File: src/rtl/reg_write_arbiter.sv
// Round-robin arbiter that time-shares one registered datapath stage (active-low EN bank)
// among NREQ requesters. Each grant runs SETUP -> WRITE -> DONE so D is stable for a full
// cycle before and after the load edge; ACK pulses for one cycle in DONE.
module reg_write_arbiter #(
    parameter int unsigned NREQ  = 4,
    parameter int unsigned WIDTH = 8
) (
    input  logic                  CK,
    input  logic                  CLR,
    input  logic [NREQ-1:0]       REQ,
    input  logic [NREQ*WIDTH-1:0] DIN,
    output logic [NREQ-1:0]       GNT,
    output logic                  ACK,
    output logic                  BUSY,
    output logic [WIDTH-1:0]      REG_D,
    output logic                  REG_EN
);

    localparam int unsigned PW = (NREQ > 1) ? $clog2(NREQ) : 1;

    typedef enum logic [1:0] {
        StIdle  = 2'd0,
        StSetup = 2'd1,
        StWrite = 2'd2,
        StDone  = 2'd3
    } state_e;

    state_e            state_q, state_d;
    logic [NREQ-1:0]   gnt_q, gnt_d;
    logic              ack_q, ack_d;
    logic [WIDTH-1:0]  regd_q, regd_d;
    logic              regen_q, regen_d;
    logic [PW-1:0]     ptr_q, ptr_d;
    logic [PW-1:0]     sel_q, sel_d;

    logic              found_hi, found_lo;
    logic [PW-1:0]     pick_hi, pick_lo, pick;
    logic [WIDTH-1:0]  pick_data;
    logic              req_sel;

    // Round-robin pick: lowest request at or above ptr, else lowest overall; X/Z counts as idle
    always_comb begin
        found_hi  = 1'b0;
        found_lo  = 1'b0;
        pick_hi   = '0;
        pick_lo   = '0;
        pick_data = '0;
        req_sel   = 1'b0;
        // Descending scan so the last hit is the lowest index
        for (int j = NREQ - 1; j >= 0; j--) begin
            if (REQ[j] === 1'b1) begin
                found_lo = 1'b1;
                pick_lo  = PW'(j);
                if (PW'(j) >= ptr_q) begin
                    found_hi = 1'b1;
                    pick_hi  = PW'(j);
                end
            end
        end
        pick = found_hi ? pick_hi : pick_lo;
        for (int j = 0; j < NREQ; j++) begin
            if (PW'(j) == pick) begin
                pick_data = DIN[j*WIDTH +: WIDTH];
            end
            if (PW'(j) == sel_q) begin
                req_sel = (REQ[j] === 1'b1);
            end
        end
    end

    // Next-state and registered-output logic for the SETUP/WRITE/DONE sequence
    always_comb begin
        state_d = state_q;
        gnt_d   = gnt_q;
        ack_d   = ack_q;
        regd_d  = regd_q;
        regen_d = regen_q;
        ptr_d   = ptr_q;
        sel_d   = sel_q;
        unique case (state_q)
            StIdle: begin
                if (found_lo) begin
                    state_d = StSetup;
                    gnt_d   = NREQ'(1) << pick;
                    regd_d  = pick_data;
                    sel_d   = pick;
                end
            end
            StSetup: begin
                if (!req_sel) begin
                    // Requester withdrew before the load: abandon, keep priority where it was
                    state_d = StIdle;
                    gnt_d   = '0;
                    regd_d  = '0;
                end else begin
                    state_d = StWrite;
                    regen_d = 1'b0;
                end
            end
            StWrite: begin
                state_d = StDone;
                regen_d = 1'b1;
                ack_d   = 1'b1;
            end
            StDone: begin
                state_d = StIdle;
                ack_d   = 1'b0;
                gnt_d   = '0;
                regd_d  = '0;
                ptr_d   = (sel_q == PW'(NREQ - 1)) ? '0 : sel_q + PW'(1);
            end
        endcase
    end

    // State register; CLR is shared with the bank so an in-flight write is simply dropped
    always_ff @(posedge CK or negedge CLR) begin
        if (!CLR) begin
            state_q <= StIdle;
            gnt_q   <= '0;
            ack_q   <= 1'b0;
            regd_q  <= '0;
            regen_q <= 1'b1;
            ptr_q   <= '0;
            sel_q   <= '0;
        end else begin
            state_q <= state_d;
            gnt_q   <= gnt_d;
            ack_q   <= ack_d;
            regd_q  <= regd_d;
            regen_q <= regen_d;
            ptr_q   <= ptr_d;
            sel_q   <= sel_d;
        end
    end

    assign GNT    = gnt_q;
    assign ACK    = ack_q;
    assign BUSY   = (state_q != StIdle);
    assign REG_D  = regd_q;
    assign REG_EN = regen_q;

endmodule

File: config.mk
export PLATFORM = sky130hd
export DESIGN_NAME = reg_write_arbiter
export DESIGN_NICKNAME = d
export VERILOG_FILES = /design/src/rtl/reg_write_arbiter.sv
export SDC_FILE = /design/constraint.sdc
export NUM_CORES = 1
export LEC_CHECK = 0
export CAP_MARGIN = 0
export CORE_AREA = 2 2 58 60
export DETAILED_ROUTE_END_ITERATION = 8
export DIE_AREA = 0 0 60 62
export PLACE_DENSITY_LB_ADDON = 0.3
export SYNTH_ARGS = -nofsm -noshare
export SYNTH_HDL_FRONTEND = slang
export SYNTH_SLANG_ARGS = --single-unit
File: constraint.sdc
create_clock -name CK -period 2.1 [get_ports CK]
set_input_delay 0.42 -clock CK [delete_from_list [all_inputs] [get_ports CK]]
set_output_delay 0.42 -clock CK [all_outputs]
set_load 0.02 [all_outputs]
Word level (Yosys, flattened, before mapping)
Cells that the tools add are included.
{"block": "classes", "n_lt_le_gt_ge": 4, "shift": 1, "reduce_logical": 10, "add_sub_neg": 1, "n_eq_ne": 17, "n_mux": 46}
{"op": "$mux W8", "count": 6}
{"op": "$mux W2", "count": 16}
{"op": "$pmux W8 S3", "count": 1}
{"op": "$mux W1", "count": 17}
{"op": "$pmux W4 S3", "count": 1}
{"op": "$eq A2 B2 Y1 const A", "count": 4}
{"op": "$mux W4", "count": 2}
{"op": "$pmux W2 S4", "count": 1}
{"op": "$eq A2 B2 Y1 const B", "count": 3}
{"op": "$logic_not A2 Y1", "count": 3}
{"op": "$ne A2 B2 Y1 const B", "count": 3}
{"op": "$reduce_bool A2 Y1", "count": 3}
{"op": "$eq A1 B2 Y1 const A", "count": 2}
{"op": "$eqx A1 B1 Y1 const B", "count": 4}
{"op": "$ge A1 B2 Y1 const A", "count": 2}
{"op": "$ge A2 B2 Y1 const A", "count": 2}
{"op": "$pmux W1 S2", "count": 2}
{"op": "$reduce_and A2 Y1", "count": 2}
{"op": "$shl A1 B2 Y4 const A", "count": 1}
{"op": "$reduce_and A3 Y1", "count": 1}
{"op": "$reduce_bool A3 Y1", "count": 1}
{"op": "$add A2 B1 Y2 const B", "count": 1}
{"op": "$eq A2 B1 Y1 const B", "count": 1}
{"block": "word_totals", "reg_bits": 20, "input_bits": 38}

Depth between registers and ports, before layout
Gate-level depths: netlist of the first run.
{"block": "depth", "word_depth": 17, "depth_mapped": 8, "mapped_depth_nobuf": 7}

Worst setup path before layout of the first run
No wires, ideal clock.
{"block": "synth_timing", "path_kind": "input to register", "startpoint": "input port REQ[3]", "endpoint": "register regd_q[4], in the netlist REG_D[4]", "slack_ps": 323, "t_arrival_ps": 1653, "cell_stages": 6, "required_ps": 1976, "cell_sequence": "buf_6 > or4_4 > and2_4 > o31ai_1 > nor3b_1 > a211o_1"}
{"block": "synth_via", "elab_chain_len": 16, "elab_cells_between_ends": 38, "classes_between": "eq/ne: 6; mux: 30; reduce/logical: 2"}
{"element": "start, declared", "line": "10", "rtl": "input logic [NREQ-1:0] REQ,"}
{"element": "$eqx A1 B1 Y1 (*)", "line": "51, 66"}
{"element": "$mux W2 / $mux W1 (equally long branches)", "line": "51", "rtl": "if (REQ[j] === 1'b1) begin"}
{"element": "$mux W2 / $mux W1 (equally long branches)", "line": "54", "rtl": "if (PW'(j) >= ptr_q) begin"}
{"element": "$mux W2 / $mux W1 (equally long branches)", "line": "51"}
{"element": "$mux W2 / $mux W1 (equally long branches)", "line": "54"}
{"element": "$mux W2 / $mux W1 (equally long branches)", "line": "51"}
{"element": "$mux W2 / $mux W1 (equally long branches)", "line": "54"}
{"element": "$mux W2 / $mux W1 (equally long branches)", "line": "51"}
{"element": "$mux W2", "line": "60", "rtl": "pick = found_hi ? pick_hi : pick_lo;"}
{"element": "$logic_not A2 Y1", "line": "62", "rtl": "if (PW'(j) == pick) begin"}
{"element": "$mux W8 (4 in series)", "line": "62"}
{"element": "$mux W8", "line": "82", "rtl": "if (found_lo) begin"}
{"element": "$pmux W8 S3", "line": "80", "rtl": "unique case (state_q)"}
{"element": "end signal, assigned", "line": "129", "rtl": "regd_q <= regd_d;"}
{"element": "end, declared", "line": "31", "rtl": "logic [WIDTH-1:0] regd_q, regd_d;"}
Every way passes the cells marked *; elsewhere a longest branch is shown, timed or not. The select of a mux whose other input is x is not followed.
A chain may end at the register's enable or synchronous reset.

==> results.py, run 1 <==
metrics = {
    "routing": {
        "routed_via_density": 5.28,
        "num_vias": 1351,
        "antenna_left": 0,
        "routed_wl_um": 3740,
        "firstDrtPassIters": 4,
        "first_iter_violations": 71,
        "wl_per_cell_um": 14.6,
        "drc": 0,
    },
    "yosys": {
        "async_flop_share_pct": 100,
        "synth.most_common_cell": "dfrtp_1",
        "synth_area_um2": 1300,
        "synthTopCellsByCount": "dfrtp_1, a22oi_1, o21ai_0",
        "synthTopCellsByArea": "dfrtp_1, a22oi_1, o21ai_0",
        "synth_nets": 184,
        "synth_ff_type": "dfrtp_1",
        "ys_types": 38,
        "ys_ff_latch": 20,
        "yosys.area.top_type": "dfrtp_1",
        "yosysSeqAreaShare_pct": 38.7,
        "synth-edff-count": 0,
        "yosysTopAreaCellShare_pct": 36.6,
        "syn_inst": 142,
        "yosys_warnings": 0,
        "synth.avg_cell_area_um2": 9.14,
    },
    "setup_path": {
        "start_kind": "flip-flop",
        "worstPathRequired_ps": 1680,
        "crit_type": "reg -> out",
        "crit_arrival_ps": 1560,
        "path_delay_family": "buffers and inverters",
        "crit_path_end_kind": "primary output",
        "cp_slowest_cell": "clkdlybuf4s50_1",
        "slowest_delay_ps": 590,
        "path_max_fanout": 7,
        "ff2ff_path_depth": 5,
        "cp.depth": 3,
        "path_buf_inv": 2,
        "path_cells": "nor2_4, inv_1, clkdlybuf4s50_1",
    },
    "clock_network": {
        "hold_buffers": 0,
        "clk_path_buf_depth": 2,
        "cts.sinks": 20,
        "postCtsSetupRepairBufs": 0,
        "cts_resized": 0,
        "numCtsBuffers": 3,
        "cts_tree": "yes",
        "clock_latency_ps": 310,
        "clk_pin_slew_worst_paths_ps": 120,
        "cts-htree-levels": 1,
        "cts_root_buf": "clkbuf_4",
    },
    "sta": {
        "rsz0062_at_grt": "false",
        "slew_viol_final": 0,
        "tns_ps": 0,
        "hold_viol_final": 0,
        "setup_viol": 0,
        "period_minus_slack_ps": 1980,
        "slew_headroom_pct": 57.4,
        "timing.fmax_mhz": 505,
        "finClkSkew_ps": 6.32,
        "worstMarginPinSlew_ps": 636,
        "fin_crit_sh_pct": 94.3,
    },
    "finish": {
        "fin_nets": 253,
        "drive_gt1_share_pct": 17.1,
        "post-route-util_pct": 63.8,
        "diodes": 0,
        "syn2layout_area_growth_pct": 56.3,
    },
    "power_and_ir_drop": {
        "leakage_nw": 0.885,
        "p_per_area_nw_per_um2": 1270,
        "vdd_ir_drop_max_mv": 0.556,
    },
    "place": {
        "hpwl_um": 2970,
        "place_congestion": 0.924,
        "io_buffers": 52,
    },
    "die": {
        "core.rowCount": 21,
        "initial_core_util_pct": 40.8,
        "die_w_um": 60,
        "dieArea_um2": 3720,
        "num_io_pins": 53,
        "die_h_um": 62,
        "core_um2": 3180,
    },
    "global_route": {
        "grt_max_degree": 14,
        "grt_overflow": 0,
        "grt_usage_pct": 21.5,
        "antenna_found_initial": 0,
        "grt_pass1_vias": 1326,
        "grt_pass1_wl_um": 5950,
    },
    "run_status": {
        "status": "finished clean",
    },
    "flow_run": {
        "maxCapViolCount": 0,
    },
    "worst_hold_path": {
        "hp-class": "in -> async",
    },
}
## where the power goes
group          internal, W  leakage, nW  switching (W)  total, W
registers         0.000560        0.255       0.000180  0.000740
logic             0.000747        0.603       0.000766   0.00151
clock network     0.000193       0.0279       0.000135  0.000327
total              0.00150        0.885        0.00108   0.00258
## routing by layer
metal	up-vias	global-route usage [%]	share of wire, %
li1	658	-	-
met1	639	27.8	42
met2	50	37.1	51
met3	4	2.48	6.2
met4	0	7.94	1.4
met5	-	0	0
## registers in the layout, indices dropped and copies added (netlist names), named ones only
name     flops
ACK          1
GNT          4
REG_EN       1
ptr_q        2
sel_q        2
REG_D        8
state_q      1
## area by class of cell
cell class	instances	area [um^2]
Clock buffer	3	22.5
Clock inverter	1	30.0
Fill cell	282	1150
Inverter	9	33.8
Multi-Input combinational cell	107	727
Sequential cell	20	502
Tap cell	46	57.6
Timing Repair Buffer	70	656
## worst paths after layout
check / startpoint / endpoint / slack, ps
max: flip-flop / BUSY / 120
min: CLR / state_q[0] / 390
max reg2reg: sel_q[0] / REG_D[4] / 270
min reg2reg: REG_EN / REG_EN / 500
max in group asynchronous: CLR / async pin / 1190
min in group CK: REG_EN / REG_EN / 500
## stage by stage
step / setup WS, ps / cell area (um^2) / std cells / hold WS, ps / power [W]
floorplan: 323 / 1300 / 142 / 124 / 0.00163
global placement: -82.3 / 1970 / 252 / 463 / 0.00221
detailed placement: -176 / 1970 / 252 / 478 / 0.00225
CTS: 5.22 / 2020 / 256 / 393 / 0.00258
global route: 37.3 / 2030 / 256 / 400 / 0.00279
finish: 120 / 2030 / 256 / 390 / 0.00258
## placed cells by master (no fill, tap or decap), drive strengths merged, types with 3 or more instances in the layout
cell,Yosys,routed
a21oi,11,11
ha,4,4
buf,6,18
a21o,3,3
nor2b,4,4
inv,9,9
nor3,3,3
dfrtp,19,19
nor2,5,5
clkbuf,0,3
o31ai,3,3
nand2,10,10
clkdlybuf4s50,0,52
or2,3,3
o21ai,21,21
a22oi,13,13
o21bai,5,5
nand2b,4,4
## logic make-up after synthesis
group                      share of synthesized area (%)
AOI/OAI and AO/OA                                   35.8
and+or+nand+nor                                     14.9
DFF                                                 38.7
buffers and inverters                               5.88
adders and majority gates                           3.86
muxes                                              0.868
Power figures use the tool's default switching activity.
==> run 2: changes to the inputs <==
--- a/constraint.sdc
+++ b/constraint.sdc
@@ -3,2 +3,2 @@
 set_output_delay 0.42 -clock CK [all_outputs]
-set_load 0.02 [all_outputs]
+set_load 0.05 [all_outputs]
==> run 2 against run 1 <==
Non-clock buffer count rose by 2. Clock-buffer cell count rose by 1. Sequential share of layout area rose by 0.29 points. Critical endpoint is now GNT[0]. Routed wire length rose by 0.99%. Cell count rose by 0.78%. Highest routed layer unchanged. Global-route usage fell by 0.61 points. Maximum frequency rose by 3.2%. Clock power fell by 39%.
==> results.py, run 2 (synthesis gave the netlist of run 1 again) <==
metrics = {
    "place": {
        "place_ws_ps": -145,
        "hpwl_um": 3020,
        "place_area_um2": 1980,
        "dp_cells": 254,
        "io_buffers": 52,
        "place_congestion": 0.881,
    },
    "setup_path": {
        "path_delay_family": "buffers and inverters",
        "start_kind": "flip-flop",
        "cp_slowest_cell": "clkdlybuf4s50_1",
        "crit_type": "reg -> out",
        "worstPathRequired_ps": 1680,
        "r2r_end": "REG_D[4]",
        "crit_path_end_kind": "primary output",
        "slowest_delay_ps": 810,
        "path_buf_inv": 1,
        "ff2ff_path_depth": 5,
        "path_max_fanout": 2,
        "crit_arrival_ps": 1500,
        "worstReg2RegStart": "sel_q[0]",
        "worst-r2r-setup-slack_ps": 240,
        "path_cells": "clkdlybuf4s50_1",
    },
    "routing": {
        "first_iter_violations": 49,
        "firstDrtPassIters": 4,
        "routed_wl_um": 3780,
        "drc": 0,
        "routed_via_density": 5.23,
        "antenna_left": 0,
        "wl_per_cell_um": 14.6,
        "num_vias": 1350,
    },
    "die": {
        "initial_core_util_pct": 40.8,
        "num_io_pins": 53,
        "core_um2": 3180,
        "die_w_um": 60,
        "die_h_um": 62,
        "dieArea_um2": 3720,
        "core.rowCount": 21,
    },
    "clock_network": {
        "cts-htree-levels": 1,
        "cts_resized": 0,
        "hold_buffers": 0,
        "cts.sinks": 20,
        "cts_root_buf": "clkbuf_4",
        "clk_path_buf_depth": 2,
        "clock_latency_ps": 310,
        "numCtsBuffers": 3,
        "clk_pin_slew_worst_paths_ps": 110,
        "postCtsSetupRepairBufs": 0,
        "cts_tree": "yes",
    },
    "finish": {
        "largest_reg_flops": 8,
        "fillers": 297,
        "final_common_cell": "clkdlybuf4s50_1",
        "instances_no_fill": 258,
        "fin_area_um2": 2000,
        "final_cell_mix": "clkdlybuf4s50_1, buf_4, dfrtp_1",
        "fin_nets": 255,
        "diodes": 0,
        "syn2layout_area_growth_pct": 54.5,
        "drive_gt1_share_pct": 17.9,
        "final-seq-area_um2": 502,
        "multi_input_area_um2": 719,
    },
    "sta": {
        "finClkSkew_ps": 1.95,
        "hold_viol_final": 0,
        "worst_slack_ps": 181,
        "setup_viol": 0,
        "timing.fmax_mhz": 521,
        "worstMarginPinSlew_ps": 574,
        "fin_crit_sh_pct": 91.4,
        "rsz0062_at_grt": "false",
        "slew_viol_final": 0,
        "period_minus_slack_ps": 1920,
        "whs_ps": 379,
        "slew_headroom_pct": 61.5,
    },
    "global_route": {
        "grt_max_degree": 14,
        "grt_pass1_wl_um": 5780,
        "grt_pass1_vias": 1285,
        "grt_overflow": 0,
        "antenna_found_initial": 0,
        "grt_usage_pct": 20.9,
    },
    "worst_hold_path": {
        "hp-class": "in -> async",
    },
    "power_and_ir_drop": {
        "leakage_nw": 0.882,
        "p_per_area_nw_per_um2": 1350,
        "vdd_ir_drop_max_mv": 0.512,
    },
    "run_status": {
        "status": "finished clean",
    },
    "flow_run": {
        "maxCapViolCount": 0,
    },
}
run 2: per-stage QoR:
step                total power (W)  util, %  setup TNS [ps]
floorplan                   0.00190        -               0
global placement            0.00247     62.2            -440
detailed placement          0.00252     62.2           -1020
CTS                         0.00273     63.0               0
global route                0.00290     63.0               0
finish                      0.00271     63.0               0
run 2: layer usage:
layer,global-route usage (%),share of wire [%],up-vias
met5,0,0,-
met4,7.94,1.5,0
met3,2.28,5.2,5
met2,37.1,52,48
met1,26.1,41,632
li1,-,-,665
run 2: report_power, final:
group	internal, W	total, W	switching, W
Combinational	0.000733	0.00178	0.00105
Sequential	0.000560	0.000729	0.000169
Clock	0.0000743	0.000198	0.000123
Total	0.00137	0.00271	0.00134
run 2: layout make-up:
class,instances,share of cell area [%]
Sequential cell,20,25.0
Timing Repair Buffer,72,33.2
Tap cell,46,2.87
Multi-Input combinational cell,107,35.9
Clock buffer,4,1.31
Inverter,9,1.69
run 2: worst max-delay path by stage:
stage                      start  endpoint  slack [ps]  cells past startpoint
after floorplan           REQ[3]  REG_D[4]         320                      6
after global placement    REQ[2]  REG_D[4]         -90                      6
after detailed placement  REQ[2]  REG_D[4]        -150                      6
after CTS                 GNT[0]    GNT[0]         170                      1
after global routing      REQ[2]  REG_D[7]         100                      6
final                     GNT[0]    GNT[0]         180                      1
